`src/rtl/if_fetch_unit.sv`:
```
// ---------------------------------------------------------------------------
// if_fetch_unit
//   Instruction-fetch stage plus the IF/ID pipeline register. A single
//   request is issued to instruction memory at a time over a req/ready
//   handshake. A one-entry skid buffer catches a response that arrives while
//   ID is stalled. The DRAIN state lets a redirect wait out a response that
//   is already in flight.
//
// Ports
//   Clk, Reset          clock, synchronous active-high reset
//   Stall               ID stalled: hold the IF/ID register
//   Flush, NewPC        discard pipeline contents, redirect to NewPC
//   BrTaken, BrAddr     decoder redirect for the instruction in IF/ID
//   InsnReq, InsnAddr   instruction memory request / word address
//   InsnRdy, InsnRdData memory response valid / instruction word
//   IFPC, IFInsn, IFEn  IF/ID register contents
//   Busy                request waiting on memory (InsnReq & ~InsnRdy)
// ---------------------------------------------------------------------------
module if_fetch_unit #(
  parameter logic [29:0] RESET_VECTOR = 30'h0,
  parameter logic [31:0] NOP_INSN     = 32'h0
) (
  input  logic        Clk,
  input  logic        Reset,
  input  logic        Stall,
  input  logic        Flush,
  input  logic [29:0] NewPC,
  input  logic        BrTaken,
  input  logic [29:0] BrAddr,
  output logic        InsnReq,
  output logic [29:0] InsnAddr,
  input  logic        InsnRdy,
  input  logic [31:0] InsnRdData,
  output logic [29:0] IFPC,
  output logic [31:0] IFInsn,
  output logic        IFEn,
  output logic        Busy
);

  localparam logic [1:0] S_FETCH = 2'd0;
  localparam logic [1:0] S_HOLD  = 2'd1;
  localparam logic [1:0] S_DRAIN = 2'd2;

  logic [1:0]  state_q,    state_d;
  logic [29:0] pc_q,       pc_d;
  logic [29:0] req_addr_q, req_addr_d;
  logic [29:0] skid_pc_q,  skid_pc_d;
  logic [31:0] skid_insn_q, skid_insn_d;
  logic [29:0] if_pc_q,    if_pc_d;
  logic [31:0] if_insn_q,  if_insn_d;
  logic        if_en_q,    if_en_d;
  logic        br_take;

  // A branch only counts when it belongs to a valid instruction that is
  // actually leaving ID this cycle; a stalled branch is re-presented later.
  assign br_take = BrTaken & if_en_q & ~Stall & ~Flush;

  always_comb begin
    state_d     = state_q;
    pc_d        = pc_q;
    req_addr_d  = req_addr_q;
    skid_pc_d   = skid_pc_q;
    skid_insn_d = skid_insn_q;
    if_pc_d     = if_pc_q;
    if_insn_d   = if_insn_q;
    if_en_d     = if_en_q;

    case (state_q)
      S_FETCH: begin
        if (Flush) begin
          pc_d      = NewPC;
          if_en_d   = 1'b0;
          if_insn_d = NOP_INSN;
          // An unanswered request must complete before the new address goes out.
          if (InsnRdy) req_addr_d = NewPC;
          else         state_d    = S_DRAIN;
        end else if (Stall) begin
          if (InsnRdy) begin
            skid_pc_d   = req_addr_q;
            skid_insn_d = InsnRdData;
            state_d     = S_HOLD;
          end
        end else if (br_take) begin
          pc_d      = BrAddr;
          if_en_d   = 1'b0;
          if_insn_d = NOP_INSN;
          if (InsnRdy) req_addr_d = BrAddr;
          else         state_d    = S_DRAIN;
        end else if (InsnRdy) begin
          if_pc_d    = req_addr_q;
          if_insn_d  = InsnRdData;
          if_en_d    = 1'b1;
          pc_d       = req_addr_q + 30'd1;
          req_addr_d = req_addr_q + 30'd1;
        end else begin
          if_en_d   = 1'b0;
          if_insn_d = NOP_INSN;
        end
      end

      S_HOLD: begin
        // Skid contents are valid exactly while in HOLD.
        if (Flush) begin
          pc_d       = NewPC;
          req_addr_d = NewPC;
          if_en_d    = 1'b0;
          if_insn_d  = NOP_INSN;
          state_d    = S_FETCH;
        end else if (Stall) begin
          state_d = S_HOLD;
        end else if (br_take) begin
          pc_d       = BrAddr;
          req_addr_d = BrAddr;
          if_en_d    = 1'b0;
          if_insn_d  = NOP_INSN;
          state_d    = S_FETCH;
        end else begin
          if_pc_d    = skid_pc_q;
          if_insn_d  = skid_insn_q;
          if_en_d    = 1'b1;
          pc_d       = skid_pc_q + 30'd1;
          req_addr_d = skid_pc_q + 30'd1;
          state_d    = S_FETCH;
        end
      end

      S_DRAIN: begin
        // Old request stays on the bus until answered; its data is dropped.
        if_en_d   = 1'b0;
        if_insn_d = NOP_INSN;
        if (Flush) pc_d = NewPC;
        if (InsnRdy) begin
          req_addr_d = Flush ? NewPC : pc_q;
          state_d    = S_FETCH;
        end
      end

      default: state_d = S_FETCH;
    endcase
  end

  always_ff @(posedge Clk) begin
    if (Reset) begin
      state_q     <= S_FETCH;
      pc_q        <= RESET_VECTOR;
      req_addr_q  <= RESET_VECTOR;
      skid_pc_q   <= 30'h0;
      skid_insn_q <= NOP_INSN;
      if_pc_q     <= 30'h0;
      if_insn_q   <= NOP_INSN;
      if_en_q     <= 1'b0;
    end else begin
      state_q     <= state_d;
      pc_q        <= pc_d;
      req_addr_q  <= req_addr_d;
      skid_pc_q   <= skid_pc_d;
      skid_insn_q <= skid_insn_d;
      if_pc_q     <= if_pc_d;
      if_insn_q   <= if_insn_d;
      if_en_q     <= if_en_d;
    end
  end

  assign InsnReq  = (state_q != S_HOLD);
  assign InsnAddr = req_addr_q;
  assign Busy     = InsnReq & ~InsnRdy;
  assign IFPC     = if_pc_q;
  assign IFInsn   = if_insn_q;
  assign IFEn     = if_en_q;

endmodule

```
`config.mk`:
```
export PLATFORM = sky130hd
export DESIGN_NAME = if_fetch_unit
export DESIGN_NICKNAME = d
export VERILOG_FILES = /design/src/rtl/if_fetch_unit.sv
export SDC_FILE = /design/constraint.sdc
export NUM_CORES = 1
export LEC_CHECK = 0
export ABC_AREA = 1
export ABC_CLOCK_PERIOD_IN_PS = 1900
export CAP_MARGIN = 30
export CELL_PAD_IN_SITES_DETAIL_PLACEMENT = 2
export CELL_PAD_IN_SITES_GLOBAL_PLACEMENT = 2
export CORE_MARGIN = 8
export CORE_UTILIZATION = 25
export DETAILED_ROUTE_END_ITERATION = 10
export HOLD_SLACK_MARGIN = 0.05
export PLACE_DENSITY_LB_ADDON = 0.1
export SYNTH_ARGS = -nofsm -noshare
export SYNTH_HDL_FRONTEND = slang
export SYNTH_SLANG_ARGS = --single-unit
export TNS_END_PERCENT = 20
```
`constraint.sdc`:
```
create_clock -name Clk -period 1.9 [get_ports Clk]
set_input_delay 0.19 -clock Clk [delete_from_list [all_inputs] [get_ports Clk]]
set_output_delay 0.19 -clock Clk [all_outputs]
set_load 0.02 [all_outputs]
```
==> flow_summary_export.csv <==
group,metric,value,unit
clock_network,clk_pin_slew_worst_paths,0.08,ns
clock_network,cts_sinks,187,
pwr,powerDensity,829,nW/um2
floorplan,core_area,41900,um2
pwr,p_comb_share,34.4,%
critical_path,crit_top_cell,"nand2_1",
job,drv_cap,0,
synthesis,yosysTopAreaCellShare,35.2,%
clock_network,numCtsBuffers,17,
detailed_routing,finalWirelength,54600,um
pwr,p_leak,6.53,nW
detailed_routing,drc,0,
critical_path,end_kind,"flop",
cells_and_area,area_delta_synth_final,46.3,%
synthesis,synthTopCellsByArea,"dfxtp_1 35%, nand2_1 14%, nor2_1 8.4%",
critical_path,cp.required,2.27,ns
run_status,status,"complete, no violations",
timing,hold_violations,0,
synthesis,ys_ff_latch,187,
critical_path,worstPathArrival,2.25,ns
detailed_routing,ant_nets,0,
clock_network,cts_buffer_depth,2,
floorplan,dieArea,49300,um2
pwr,p_int,0.00806,W
pwr,ir_drop,615,uV
detailed_routing,first_iter_violations,426,
floorplan,boundaryPins,193,
cells_and_area,final_common_cell,"nand2_1",
timing,fin_tns_setup,0,ns
floorplan,initial_utilization,25.3,%
timing,clock_skew,0.0123,ns
floorplan,row_count,75,
cells_and_area,antenna-diode-count,0,
synthesis,syn-num-nets,1800,
synthesis,synth-warning-count,0,
clock_network,ctsRootBufferMaster,"clkbuf_16",
floorplan,dieWidth,222,um
cells_and_area,seqCellArea,3790,um2
pwr,p_clk_share,28.5,%
detailed_routing,viasPerCell,5.00,
synthesis,synth.distinct_cells,32,
worst_hold_path,hold_path.class,"in -> reg",
timing,slew_violations,0,
synthesis,syn_area,10600,um2
place,routabilityCongestion,0.884,
timing,max_slew.worst_pin.slew,0.465,ns
global_routing,grt_max_degree,62,
timing,slew_headroom,69.0,%
critical_path,cp_slowest_cell,"dfxtp_4",
cells_and_area,num-fill-cells,4999,
timing,finalCritPeriodShare,99.0,%
critical_path,crit_fanout,6,
timing,rsz0062_at_grt,"true",
synthesis,netlist_instances,1696,
critical_path,worstSetupStartpointType,"flop",
detailed_routing,drt_pre_antenna_iters,4,
cells_and_area,stdcell_count,2548,
critical_path,crit_chain,"ha_4 -> buf_4 -> nand3_2 -> nor2_4 -> nand4_1 -> nand2_1 -> nand3_2 -> buf_6 -> nand2_1 -> nand2_1 -> nand2_2 -> a21oi_1",
timing,setup_viol,0,
cells_and_area,final_cell_mix,"386 x nand2_1, 205 x nor2_1, 173 x clkdlybuf4s50_1",
timing,max_freq,0.532,GHz
clock_network,htreeDepth,4,
pwr,p_seq_share,37.1,%
place,io_buffers,192,
critical_path,critPathKind,"reg -> reg",
pwr,p_sw_share,37.4,%
floorplan,die_h,222,um
place,post-place-cells,2501,
global_routing,grt_pass1_vias,13900,
pwr,p_switching,0.00482,W
clock_network,cts_tree,"built",
cells_and_area,multi_input_area,6050,um2
global_routing,grt_usage,20.9,%
synthesis,yosys.area.top_type,"dfxtp_1",
cells_and_area,layout-drive-gt1-share,17.9,%
critical_path,path_buf_inv,2,
critical_path,crit_family,"simple AND/OR/NAND/NOR gates",
clock_network,worstSkewPairLatency,0.48,ns
synthesis,syn_avg_cell_area,6.26,um2
timing,fin_crit,1.88,ns
global_routing,grt_first_pass_wirelength,80800,um
cells_and_area,nNetsFinal,2101,
synthesis,yosysSeqAreaShare,35.2,%
critical_path,max_stage_delay,0.38,ns
detailed_routing,num_vias,12700,
place,place_hpwl,40600,um
global_routing,antenna_found_initial,0,
detailed_routing,avgRoutedWirePerCell,21.4,um
global_routing,gr-total-overflow,0,
-- cell type report --
class                           count  share of cell area, %
Tap cell                          539                   4.34
Multi-Input combinational cell   1225                   39.0
Clock inverter                     13                  0.870
Clock buffer                       18                   2.76
Sequential cell                   187                   24.4
Timing Repair Buffer              387                   24.3
Inverter                          179                   4.36
-- cells by family (layout without fill, tap and decap cells) --
family,after synthesis,count (layout),synth area share (%)
and+or+nand+nor,763,763,29.0
AOI/OAI and AO/OA,439,439,23.2
buffers and inverters,284,597,10.5
DFF,187,187,35.2
xor gates and xnor gates,17,17,1.40
adders and majority gates,6,6,0.707
-- per-layer routing --
| metal | track usage, % | wire length, um |
|---|---|---|
| met1 | 23.3 | 22900 |
| met3 | 4.50 | 1870 |
| met4 | 6.93 | 1390 |
| met5 | 0 | 0 |
| met2 | 38.8 | 28400 |
-- cells in the mapped netlist, drive strengths merged --
| library cell | instances |
|---|---|
| clkbuf | 64 |
| a21oi | 140 |
| clkinv | 3 |
| nor4 | 1 |
| nand3b | 3 |
| nor3 | 17 |
| xnor2 | 9 |
| nand3 | 79 |
| o22ai | 4 |
| a211oi | 2 |
| inv | 176 |
| nor3b | 1 |
| dfxtp | 187 |
| xor2 | 8 |
| or2 | 11 |
| ha | 6 |
| buf | 41 |
| a31oi | 31 |
| o21ai | 193 |
| nand2 | 404 |
| o211ai | 36 |
| nand4 | 3 |
| o221ai | 32 |
| nor2 | 244 |
| o31ai | 1 |
-- state kept, by name (all words and copies together) (netlist names) --
| name | cells |
|---|---|
| IFEn | 1 |
| skid_insn_q | 32 |
| skid_pc_q | 30 |
| state_q | 2 |
| IFPC | 30 |
| IFInsn | 32 |
| pc_q | 30 |
| InsnAddr | 30 |
-- worst reg2reg max path: stages (launching register included) --
cell and delay [ns]:
dfxtp_4 0.38, ha_4 0.16, buf_4 0.12, nand3_2 0.09, nor2_4 0.23, nand4_1 0.19
nand2_1 0.12, nand3_2 0.08, buf_6 0.13, nand2_1 0.05, nand2_1 0.06, nand2_2 0.10
a21oi_1 0.06
-- power groups by stage --
stage / combinational (W) / clock [W] / sequential, W
2_1_floorplan: 0.00173 / 0 / 0.00509
3_3_place_gp: 0.00419 / 0 / 0.00482
3_5_place_dp: 0.00430 / 0 / 0.00483
5_1_grt: 0.00481 / 0.00391 / 0.00482
6_report: 0.00443 / 0.00368 / 0.00477
4_1_cts: 0.00430 / 0.00378 / 0.00476
-- timing repair --
action                     4_1_cts  5_1_grt
pin swaps                        4       10
cloned                           0        5
buffers inserted                 3        8
setup endpoints to repair      140       94
gates resized for setup         47      108
hold buffers                     0        0
-- worst paths after layout --
path / startpoint / end / slack [ns] / cells after the start
worst min register to register: IFInsn[27] / IFInsn[27] / 0.50 / 2
worst min-delay path: InsnRdData[22] / skid_insn_q[22] / 0.28 / 3
worst max register to register: skid_pc_q[0] / pc_q[18] / 0.02 / 12
worst max-delay path: skid_pc_q[0] / pc_q[18] / 0.02 / 12
-- per-stage QoR --
step	hold slack (ns)	utilization (%)	area (um2)	total power, W	setup slack [ns]
after floorplan	0.259	-	10600	0.00682	0.0310
after global placement	0.482	34.4	14400	0.00900	-0.121
after detailed placement	0.490	34.4	14400	0.00913	-0.183
after CTS	0.248	35.9	15100	0.0128	-0.0771
after global routing	0.278	37.0	15500	0.0135	-0.0663
final	0.275	37.0	15500	0.0129	0.0188
Note: power is estimated with default switching activity, not from simulation.
